==> config.mk <==
export PLATFORM = sky130hd
export DESIGN_NAME = rv32_mc_sequencer
export DESIGN_NICKNAME = d
export VERILOG_FILES = /design/src/rtl/rv32_mc_sequencer.sv
export SDC_FILE = /design/constraint.sdc
export NUM_CORES = 1
export LEC_CHECK = 0
export CORE_ASPECT_RATIO = 0.7
export CORE_MARGIN = 2
export CORE_UTILIZATION = 46
export DETAILED_ROUTE_END_ITERATION = 16
export GPL_ROUTABILITY_DRIVEN = 0
export PLACE_DENSITY = 0.78
export SLEW_MARGIN = 20
export SYNTH_ARGS = -nofsm -noshare
export SYNTH_HDL_FRONTEND = slang
export SYNTH_SLANG_ARGS = --single-unit
==> constraint.sdc <==
create_clock -name clk -period 4.1 [get_ports clk]
set_input_delay 0.41 -clock clk [delete_from_list [all_inputs] [get_ports clk]]
set_output_delay 0.41 -clock clk [all_outputs]
set_load 0.1 [all_outputs]
==> src/rtl/rv32_mc_sequencer.sv <==
// rv32_mc_sequencer: multi-cycle FETCH/DECODE/EXEC/WB sequencer for the
// RV32I R-type datapath. Owns the PC and instruction register, fetches over a
// req/ack port, decodes the R-type ALU encoding and retires one instruction per
// pass. Illegal instructions and fetch timeouts park the block in a sticky FAULT.
module rv32_mc_sequencer #(
  parameter logic [31:0] RESET_PC      = 32'h0000_0000,
  parameter int unsigned FETCH_TIMEOUT = 16
) (
  input  logic        clk,
  input  logic        reset,
  input  logic        run,
  input  logic        clr_fault,
  output logic        imem_req,
  output logic [31:0] imem_addr,
  input  logic        imem_ack,
  input  logic [31:0] imem_rdata,
  output logic [31:0] ir,
  output logic [3:0]  alu_ctrl,
  output logic [4:0]  rf_ra1,
  output logic [4:0]  rf_ra2,
  output logic [4:0]  rf_wa,
  output logic        rf_we,
  output logic [31:0] pc,
  output logic        busy,
  output logic        fault,
  output logic [1:0]  fault_code,
  output logic [31:0] retired
);

  typedef enum logic [2:0] {
    S_IDLE,
    S_FETCH,
    S_DECODE,
    S_EXEC,
    S_WB,
    S_FAULT
  } state_t;

  localparam logic [7:0] TMO_LAST = 8'(FETCH_TIMEOUT - 1);

  state_t      state_q, state_d;
  logic [31:0] pc_q, pc_d;
  logic [31:0] ir_q, ir_d;
  logic [31:0] retired_q, retired_d;
  logic [3:0]  alu_ctrl_q, alu_ctrl_d;
  logic [1:0]  fault_code_q, fault_code_d;
  logic [7:0]  tmo_q, tmo_d;
  logic        dec_legal;
  logic [3:0]  dec_code;

  // Decode the latched instruction into a legality flag and an ALU opcode
  always_comb begin
    dec_legal = 1'b0;
    dec_code  = 4'd0;
    if (ir_q[6:0] == 7'b0110011) begin
      dec_legal = 1'b1;
      case ({ir_q[31:25], ir_q[14:12]})
        10'b0000000_000: dec_code = 4'd0;
        10'b0100000_000: dec_code = 4'd1;
        10'b0000000_001: dec_code = 4'd2;
        10'b0000000_101: dec_code = 4'd3;
        10'b0100000_101: dec_code = 4'd4;
        10'b0000000_010: dec_code = 4'd5;
        10'b0000000_011: dec_code = 4'd6;
        10'b0000000_100: dec_code = 4'd7;
        10'b0000000_110: dec_code = 4'd8;
        10'b0000000_111: dec_code = 4'd9;
        default:         dec_legal = 1'b0;
      endcase
    end
  end

  // State and datapath registers; reset returns everything to the idle image
  always_ff @(posedge clk or posedge reset) begin
    if (reset) begin
      state_q      <= S_IDLE;
      pc_q         <= RESET_PC;
      ir_q         <= 32'd0;
      retired_q    <= 32'd0;
      alu_ctrl_q   <= 4'd0;
      fault_code_q <= 2'b00;
      tmo_q        <= 8'd0;
    end else begin
      state_q      <= state_d;
      pc_q         <= pc_d;
      ir_q         <= ir_d;
      retired_q    <= retired_d;
      alu_ctrl_q   <= alu_ctrl_d;
      fault_code_q <= fault_code_d;
      tmo_q        <= tmo_d;
    end
  end

  // Next-state and register updates; the timeout counter is zeroed whenever FETCH is entered
  always_comb begin
    state_d      = state_q;
    pc_d         = pc_q;
    ir_d         = ir_q;
    retired_d    = retired_q;
    alu_ctrl_d   = alu_ctrl_q;
    fault_code_d = fault_code_q;
    tmo_d        = tmo_q;
    case (state_q)
      S_IDLE: begin
        if (run) begin
          state_d = S_FETCH;
          tmo_d   = 8'd0;
        end
      end
      S_FETCH: begin
        if (imem_ack) begin
          ir_d    = imem_rdata;
          state_d = S_DECODE;
        end else if (tmo_q == TMO_LAST) begin
          state_d      = S_FAULT;
          fault_code_d = 2'b01;
        end else begin
          tmo_d = tmo_q + 8'd1;
        end
      end
      S_DECODE: begin
        if (dec_legal) begin
          alu_ctrl_d = dec_code;
          state_d    = S_EXEC;
        end else begin
          state_d      = S_FAULT;
          fault_code_d = 2'b10;
        end
      end
      S_EXEC: begin
        state_d = S_WB;
      end
      S_WB: begin
        pc_d      = pc_q + 32'd4;
        retired_d = retired_q + 32'd1;
        if (run) begin
          state_d = S_FETCH;
          tmo_d   = 8'd0;
        end else begin
          state_d = S_IDLE;
        end
      end
      S_FAULT: begin
        if (clr_fault) begin
          state_d      = S_IDLE;
          fault_code_d = 2'b00;
        end
      end
      default: begin
        state_d = S_IDLE;
      end
    endcase
  end

  // State-decoded strobes; writes to x0 are suppressed but the instruction still retires
  always_comb begin
    imem_req = (state_q == S_FETCH);
    busy     = (state_q == S_FETCH) || (state_q == S_DECODE) ||
               (state_q == S_EXEC)  || (state_q == S_WB);
    fault    = (state_q == S_FAULT);
    rf_we    = (state_q == S_WB) && (ir_q[11:7] != 5'd0);
  end

  assign imem_addr  = pc_q;
  assign pc         = pc_q;
  assign ir         = ir_q;
  assign alu_ctrl   = alu_ctrl_q;
  assign rf_ra1     = ir_q[19:15];
  assign rf_ra2     = ir_q[24:20];
  assign rf_wa      = ir_q[11:7];
  assign fault_code = fault_code_q;
  assign retired    = retired_q;

endmodule

==> out/metrics.cfg, run 1 <==
[timing]
fin_crit_sh_pct=71.3
rsz0062_at_grt=no
fin_crit_ns=2.92
worstMarginPinSlew_ns=1.04
finalHoldViolCount=0
maxSlewHeadroom_pct=30.3
setup-violations-final=0
skew_ns=0.00953
maxSlewViolCount=0
whs_ns=0.404
tns_ns=0
fmax_mhz=342

[drt]
post_drt_wl_per_cell_microns=15.4
drt_first_pass_iters=4
drc=0
ant_nets=0
drtIter0Drc=158
vias_per_cell=5.16
drt_wl_total_mm=12.8
vias=4265

[clock_network]
htreeDepth=3
cts.sinks=111
cts_made_buffers=9
cts-resized-gates=0
cts_buffer_depth=2
hold_buffers=0
cts_setup_buffers=0
clock_latency_ns=0.35
clock-root-buffer=clkbuf_16
clk_pin_slew_ns=0.07
cts_tree=built

[floorplanning]
fp.dieH_microns=95.7
start_util_pct=47.1
rows=33
ios=190
core-area_sq_um=11700
die-width_microns=135
dieArea_sq_um=12900

[logic_synthesis]
synth_edf_count=0
syn-cell-area_sq_um=5520
synthDistinctLibCells=47
synthArstFlopShare_pct=100
seq_area_frac_synth_pct=50.3
ys.flop_type=dfrtp_1
syn_inst=528
syn_avg_cell_area_sq_um=10.5
yosysWarnings=0
ys_ff_latch=111

[critical_path]
cp_slowest_cell=clkdlybuf4s50_1
regToRegStartpoint=tmo_q[0]
r2r_cells=5
worst-path-max-fanout=15
endpoint_kind=output port
rr_endpoint=state_q[2]
cp_data_arrival_time_ns=2.51
max_stage_delay_ns=1.25
crit_type=reg2out
path_cells=nor3b_1 > clkdlybuf4s50_1
crit_path_start_kind=flop
path_delay_family=buffers and inverters
ff2ff_setup_slack_ns=1.64
worstPathRequired_ns=3.69
critical_path_buf_inv_count=1

[pwr]
peakVddDrop_mv=0.854
leakagePower_nw=3.20
power_mw=6.00
powerDensity_nw_per_um2=802

[grt]
grt_pass1_vias=4108
grt_start_max_net_pins=44
gr-total-overflow=0
antenna_found_initial=0
grtUsageTotal_pct=20.0
grt_pass1_wl_mm=20.3

[layout]
syn_to_final_growth_pct=35.4
nFillCells=939
seq_area_sq_um=2780
drive_gt1_share_pct=8.97
multi_input_area_sq_um=2270
diodes=0
nets=704
final_util_pct=63.8

[run]
drv_cap=0

[placement]
port_buffers=185
post-dp-hpwl_mm=9.23

[outcome]
status=finished, final reports clean

[hold_path]
hp-class=in2async

==> worst register-to-register path, delay by kind of cell, from the launching register on <==
kind,cells,cell delay [ns]
DFF,1,0.44
and+or+nand+nor,2,0.72
AOI/OAI and AO/OA,2,0.96
adders and majority gates,1,0.25
==> power by group <==
| group | internal (mW) | switching (mW) | total (mW) | leakage, nW |
|---|---|---|---|---|
| sequential | 1.31 | 0.278 | 1.59 | 1.47 |
| clock | 0.490 | 0.428 | 0.918 | 0.152 |
| combinational | 0.786 | 2.70 | 3.49 | 1.58 |
| total | 2.59 | 3.41 | 6.00 | 3.20 |
==> cell families (layout without fill, tap and decap cells) <==
family	count (synthesis)	count (layout)	synth area share, %
simple gates	224	224	22.2
flops	111	111	50.3
compound gates	23	23	3.04
xor+xnor	64	64	10.1
buf+inv	78	216	8.77
fa+ha+maj	3	3	0.680
other cells	1	4	0.0679
mux	24	24	4.85
==> worst max path at each step <==
| stage | cells after the start | start | slack [ns] | endpoint |
|---|---|---|---|---|
| 3_3_place_gp | 3 | state_q[1] | 1.57 | busy |
| 6_report | 2 | state_q[2] | 1.18 | imem_req |
| 3_5_place_dp | 3 | state_q[1] | 1.54 | busy |
| 2_1_floorplan | 6 | state_q[1] | 0.06 | ir[12] |
| 5_1_grt | 2 | state_q[2] | 1.07 | imem_req |
| 4_1_cts | 3 | state_q[1] | 1.16 | busy |
==> cells in the final DEF (no fill, tap or decap), types with 5 or more instances in the layout <==
master,n
and3_1,9
and4_1,10
clkbuf_16,9
clkdlybuf4s50_1,184
dfrtp_1,111
inv_1,11
mux2_2,22
nand2_1,87
nand3_1,26
nand4_1,21
nor2_1,17
nor3_1,11
nor4_1,5
nor4_2,9
o211ai_1,7
or4_1,6
xnor2_1,40
xor2_1,24
==> flip-flops by register name, summed over array words and instances, names as in the netlist <==
name	cells
ir	32
alu_ctrl	4
fault_code	2
state_q	3
imem_addr	30
retired	32
tmo_q	8
==> layout make-up <==
cell class	count	area share [%]
inverters	12	0.636
well taps	157	2.63
clock buffers	9	3.01
multi-input cells	342	30.4
repair buffers	188	25.0
clock inverters	7	1.19
flip-flops and latches	111	37.1
==> synthesized netlist by cell type, types with 2 or more instances <==
library cell	n	area share [%]
mux2i_1	2	0.36
inv_1	12	0.82
nor3_1	11	1.0
ha_1	3	0.68
nor2b_1	2	0.23
and2_1	4	0.45
nand3_1	26	2.4
nor2_1	17	1.2
nor4_2	9	2.0
o211ai_1	7	0.95
dfrtp_1	111	50
buf_2	6	0.54
nand4_1	21	2.4
a21oi_1	3	0.27
nand2_1	87	5.9
xor2_1	24	3.8
a32oi_1	2	0.32
o21ai_0	4	0.36
xnor2_1	40	6.3
buf_4	49	6.7
or4_1	6	0.82
and3_1	9	1.0
mux2_2	22	4.5
nor4_1	5	0.57
and4_1	10	1.6
nor3b_1	4	0.54
clkbuf_1	9	0.61
nor4b_1	2	0.32
buf_1	2	0.14
or4_4	2	0.41
==> stage by stage <==
stage          cell area, sq um  cells  setup WS, ns
6_report                   7480    826          1.18
5_1_grt                    7480    826          1.07
4_1_cts                    7480    826          1.16
3_5_place_dp               7170    810          1.54
3_3_place_gp               7170    810          1.57
2_1_floorplan              5540    531        0.0606
==> routing by layer <==
layer	wire [microns]	vias to the layer above	track usage, %
met5	0	-	0
met4	118	0	5.30
met3	915	12	6.43
met2	5960	140	31.6
met1	5770	2062	26.8
li1	-	2051	-
(Power assumes the default switching activity.)
==> run 2, diff against run 1 <==
==> constraint.sdc (replaced) <==
create_clock -name clk -period 2.85 [get_ports clk]
set_input_delay 0.285 -clock clk [delete_from_list [all_inputs] [get_ports clk]]
set_output_delay 0.285 -clock clk [all_outputs]
set_load 0.1 [all_outputs]
==> run 2 against run 1 <==
Compared with the run above:
- final area down 4.1%
- cell count up 0.36%
- core utilization down 2.6 points
- global-route usage down 0.070 points
- setup slack worse by 0.58 ns
- die area unchanged
- flip-flop and latch count unchanged
- sequential power up 43%
- first-iteration DRC count down 18%
- critical endpoint is now retired[25]
==> out/metrics.cfg, run 2 (same netlist as run 1, synthesis figures left out) <==
[layout]
final_area_sq_um=7170  ; -4.1%
seq_area_sq_um=2780  ; unchanged
nFillCells=1002  ; +6.7%
drive_gt1_share_pct=31.7  ; +23 points
diodes=0  ; unchanged
syn_to_final_growth_pct=29.9
multi_input_area_sq_um=2290  ; +0.66%
mostFrequentLayoutCells=buf_4, dfrtp_1, nand2_1, xnor2_1, clkdlybuf4s50_1
layout_commonest_cell=buf_4
nets=707  ; +0.43%

[clock_network]
htreeDepth=3  ; unchanged
cts-resized-gates=0  ; unchanged
cts_setup_buffers=0  ; unchanged
cts_tree=built
cts_made_buffers=9  ; unchanged
cts_buffer_depth=2  ; unchanged
cts.sinks=111  ; unchanged
clk_pin_slew_ns=0.08  ; about the same
clock_latency_ns=0.35  ; about the same
hold_buffers=0  ; unchanged
clock-root-buffer=clkbuf_16

[placement]
port_buffers=185  ; unchanged
dpl-instance-area_sq_um=6870  ; -4.1%
post-dp-hpwl_mm=9.41  ; +1.9%

[critical_path]
endpoint_kind=flop
crit_path_start_kind=flop
worst-path-max-fanout=11  ; -4
cp_data_arrival_time_ns=2.52  ; about the same
rr_endpoint=retired[25]
worstPathRequired_ns=3.12  ; -0.57 ns
ff2ff_setup_slack_ns=0.60  ; -1.04 ns
regToRegStartpoint=state_q[0]
crit_type=reg2reg
r2r_cells=4  ; -1

[pwr]
power_frac_clock_pct=14.7  ; -0.6 points
combPwrFrac_pct=58.5  ; +0.3 points
powerDensity_nw_per_um2=1180  ; +47%
leakagePower_nw=3.48  ; +8.5%
power.switching_mw=4.93  ; +45%
cellInternalPower_mw=3.53  ; +36%
peakVddDrop_mv=1.54  ; +81%
switching_share_pct=58.3  ; +1.4 points
seq_power_share_pct=26.8  ; +0.3 points

[timing]
tns_ns=0  ; unchanged
finalHoldViolCount=0  ; unchanged
worstMarginPinSlew_ns=0.799  ; -0.243 ns
rsz0062_at_grt=no
fin_crit_ns=2.25
maxSlewViolCount=0  ; unchanged
maxSlewHeadroom_pct=46.3  ; +16 points
skew_ns=0.0112  ; +0.00168 ns
fmax_mhz=444
fin_crit_sh_pct=79.1
setup-violations-final=0  ; unchanged

[hold_path]
hp-class=in2async

[grt]
grt_pass1_wl_mm=20.3  ; +0.27%
grtUsageTotal_pct=19.9  ; -0.070 points
gr-total-overflow=0  ; unchanged
antenna_found_initial=0  ; unchanged
grt_start_max_net_pins=47  ; +6.8%
grt_pass1_vias=4115  ; +0.17%

[drt]
vias=4298  ; +0.77%
post_drt_wl_per_cell_microns=15.2  ; -1.6%
drt_first_pass_iters=4  ; unchanged
ant_nets=0  ; unchanged
vias_per_cell=5.18  ; +0.41%
drtIter0Drc=129  ; -18%
drc=0  ; unchanged
drt_wl_total_mm=12.6  ; -1.3%

[floorplanning]
die-width_microns=135  ; unchanged
ios=190  ; unchanged
core-area_sq_um=11700  ; unchanged
start_util_pct=47.1  ; unchanged
rows=33  ; unchanged
dieArea_sq_um=12900  ; unchanged
fp.dieH_microns=95.7  ; unchanged

[outcome]
status=finished, final reports clean

[run]
drv_cap=0  ; unchanged

## run 2: cell types whose count changed in the layout (fill, tap and decap cells not counted), moves of 2 or more
| cell | previous run | this run |
|---|---|---|
| buf_12 | 0 | 3 |
| buf_4 | 4 | 152 |
| clkdlybuf4s50_1 | 184 | 36 |
| clkinv_8 | 0 | 2 |
| inv_6 | 0 | 4 |
| inv_8 | 3 | 0 |
## run 2: area by class of cell
class | instances | share of cell area, %
timing repair buffer | 191 | 21.8
tap | 157 | 2.74
clock inverter | 7 | 1.06
clock buffer | 9 | 3.14
inverter | 12 | 0.680
sequential | 111 | 38.7
multi-input combinational | 342 | 31.9
## run 2: worst max path at each step
stage / endpoint / depth (start not counted) / slack, ns / from
2_1_floorplan: busy / 3 / 0.15 / state_q[1]
3_3_place_gp: retired[31] / 4 / 0.66 / state_q[0]
3_5_place_dp: retired[25] / 4 / 0.60 / state_q[0]
4_1_cts: retired[25] / 4 / 0.58 / state_q[0]
5_1_grt: retired[15] / 4 / 0.45 / state_q[0]
6_report: retired[25] / 4 / 0.60 / state_q[0]
## run 2: power groups by stage
stage,logic (mW),clock network [mW],registers (mW)
after floorplan,2.17,0,4.22
after global placement,4.94,0,2.28
after detailed placement,4.98,0,2.29
after CTS,4.98,1.29,2.27
after global routing,5.14,1.36,2.33
final,4.95,1.25,2.27
## run 2: layer usage
metal	up-vias	global-route usage, %	wire length [microns]
met5	-	0	0
met4	0	4.17	115
met3	12	6.96	995
met2	151	32.0	5870
met1	2082	26.4	5610
li1	2053	-	-
## run 2: critical path, cell delays in order, from the launching register on
cell	delay, ns
dfrtp_1	0.49
or3b_1	0.57
or4_4	0.63
nor4_2	0.32
xor2_1	0.18
## run 2: stage by stage
step	util, %	setup WS [ns]	total power, mW	hold WS [ns]	std cells
floorplan	-	0.153	6.38	0.390	531
global placement	58.6	0.656	7.21	0.477	813
detailed placement	58.6	0.597	7.27	0.481	813
CTS	61.2	0.584	8.54	0.423	829
global route	61.2	0.447	8.83	0.452	829
finish	61.2	0.597	8.47	0.403	829
==> run 3, diff against run 2 <==
==> constraint.sdc (replaced) <==
create_clock -name clk -period 2.3 [get_ports clk]
set_input_delay 0.23 -clock clk [delete_from_list [all_inputs] [get_ports clk]]
set_output_delay 0.23 -clock clk [all_outputs]
set_load 0.1 [all_outputs]
==> run 3 against run 2 <==
Compared with the run above:
- setup slack worse by 0.34 ns
- final area up 1.9%
- power up 26%
- clock skew down 0.0018 ns
- core utilization up 1.2 points
- critical path type unchanged
- register-to-register slack worse by 0.34 ns
- via count up 0.93%
- non-clock buffer count up 7
- critical endpoint is now tmo_q[4]
- routed wire length down 1.7%
==> out/metrics.cfg, run 3 (same netlist as run 1, synthesis figures left out) <==
[outcome]
status=finished, final reports clean

[placement]
port_buffers=185  ; unchanged
place_ws_ns=0.169  ; -0.428 ns
post-dp-hpwl_mm=9.27  ; -1.5%
post-place-cells=820  ; +0.86%

[clock_network]
cts_buffer_depth=2  ; unchanged
cts_tree=built
clock_latency_ns=0.34  ; about the same
cts.sinks=111  ; unchanged
cts-resized-gates=0  ; unchanged
hold_buffers=0  ; unchanged
cts_made_buffers=9  ; unchanged
clk_pin_slew_ns=0.08  ; about the same
clock-root-buffer=clkbuf_16
cts_setup_buffers=0  ; unchanged
htreeDepth=3  ; unchanged

[critical_path]
crit_path_frequent_cell=buf_4
crit_type=reg2reg
worstPathRequired_ns=2.58  ; -0.54 ns
cp_data_arrival_time_ns=2.32  ; -0.20 ns
path_cells=buf_4 > nor4b_1 > o31ai_2 > buf_4 > or4_1 > nand2_1
worst-path-max-fanout=17  ; +6
crit_path_start_kind=flop
cp_slowest_cell=nor4b_1
endpoint_kind=flop
max_stage_delay_ns=0.48  ; -0.15 ns

[drt]
drc=0  ; unchanged
vias_per_cell=5.19  ; about the same
post_drt_wl_per_cell_microns=14.8  ; -2.5%
drtIter0Drc=133  ; +3.1%
vias=4338  ; +0.93%
drt_wl_total_mm=12.4  ; -1.7%
drt_first_pass_iters=5  ; +1
ant_nets=0  ; unchanged

[floorplanning]
rows=33  ; unchanged
core-area_sq_um=11700  ; unchanged
dieArea_sq_um=12900  ; unchanged
ios=190  ; unchanged
fp.dieH_microns=95.7  ; unchanged
die-width_microns=135  ; unchanged
start_util_pct=47.1  ; unchanged

[pwr]
seq_power_share_pct=26.4  ; -0.4 points
cellInternalPower_mw=4.54  ; +28%
switching_share_pct=57.3  ; -0.93 points
power.switching_mw=6.10  ; +24%
leakagePower_nw=3.51  ; +0.98%
power_frac_clock_pct=14.0  ; -0.7 points
combPwrFrac_pct=59.6  ; +1.1 points
powerDensity_nw_per_um2=1460  ; +23%
peakVddDrop_mv=1.51  ; -2.4%

[layout]
final_cells=836  ; +0.84%
syn_to_final_growth_pct=32.4
nets=714  ; +0.99%
layout_commonest_cell=buf_4
mostFrequentLayoutCells=buf_4, dfrtp_1, nand2_1, xnor2_1, clkdlybuf4s50_1
drive_gt1_share_pct=35.8  ; +4.1 points
diodes=0  ; unchanged

[hold_path]
hp-class=in2async

[timing]
maxSlewViolCount=0  ; unchanged
tns_ns=0  ; unchanged
fin_crit_sh_pct=88.8  ; +9.8 points
skew_ns=0.00941  ; -0.00180 ns
maxSlewHeadroom_pct=59.4  ; +13 points
fin_crit_ns=2.04  ; -0.210 ns
setup-violations-final=0  ; unchanged
fmax_mhz=489  ; +10%
rsz0062_at_grt=no
finalHoldViolCount=0  ; unchanged
worstMarginPinSlew_ns=0.608  ; -0.191 ns
setup_ws_ns=0.257  ; -0.340 ns

[grt]
antenna_found_initial=0  ; unchanged
grt_pass1_wl_mm=19.9  ; -2.3%
gr-total-overflow=0  ; unchanged
grtUsageTotal_pct=19.4  ; -0.54 points
grt_start_max_net_pins=46  ; -2.1%
grt_pass1_vias=4058  ; -1.4%

[run]
drv_cap=0  ; unchanged

## run 3: cell count changes in the layout (fill, tap and decap cells not counted), sizes merged
cell / previous run / this run
buf: 155 / 162
clkbuf: 9 / 10
clkinv: 3 / 2
clkinvlp: 1 / 2
inv: 15 / 14
## run 3: worst paths after layout
kind,start,to,slack [ns],cells past startpoint
hold reg to reg,retired[22],retired[22],0.48,1
max in group asynchronous,reset,retired[8],1.39,3
setup / recovery,state_q[2],tmo_q[4],0.26,6
hold / removal,reset,alu_ctrl[2],0.28,2
min in group clk,imem_rdata[24],ir[24],0.41,3
setup reg to reg,state_q[2],tmo_q[4],0.26,6
## run 3: layout make-up
type,instances,area (sq um)
timing repair buffer,198,1650
multi-input combinational,342,2330
sequential,111,2810
clock inverter,6,50.0
tap,157,196
inverter,12,48.8
fill,965,4410
clock buffer,10,229
## run 3: critical path: cells and delay by family (launching register included)
kind | cells | cell delay (ns)
AO/OA/AOI/OAI | 1 | 0.13
buffers and inverters | 2 | 0.41
flip-flops | 1 | 0.39
AND/OR/NAND/NOR | 3 | 1.05
## run 3: layer usage
metal	global-route usage, %	routed length, microns
met3	5.26	955
met5	0	0
met2	29.8	5470
met4	5.03	115
met1	27.3	5840
## run 3: metrics by stage
step / utilization [%] / power, mW / cell area, sq um / hold WS [ns]
after floorplan: - / 8.03 / 5650 / 0.335
after global placement: 60.0 / 9.15 / 7030 / 0.463
after detailed placement: 60.0 / 9.21 / 7030 / 0.470
after CTS: 62.4 / 10.7 / 7310 / 0.286
after global routing: 62.4 / 11.1 / 7310 / 0.308
final: 62.4 / 10.6 / 7310 / 0.284
## run 3: power by group through the flow
stage          logic [mW]  clock network (mW)  registers (mW)
2_1_floorplan        2.80                   0            5.24
3_3_place_gp         6.33                   0            2.82
3_5_place_dp         6.37                   0            2.84
4_1_cts              6.37                1.54            2.82
5_1_grt              6.56                1.62            2.88
6_report             6.34                1.49            2.81
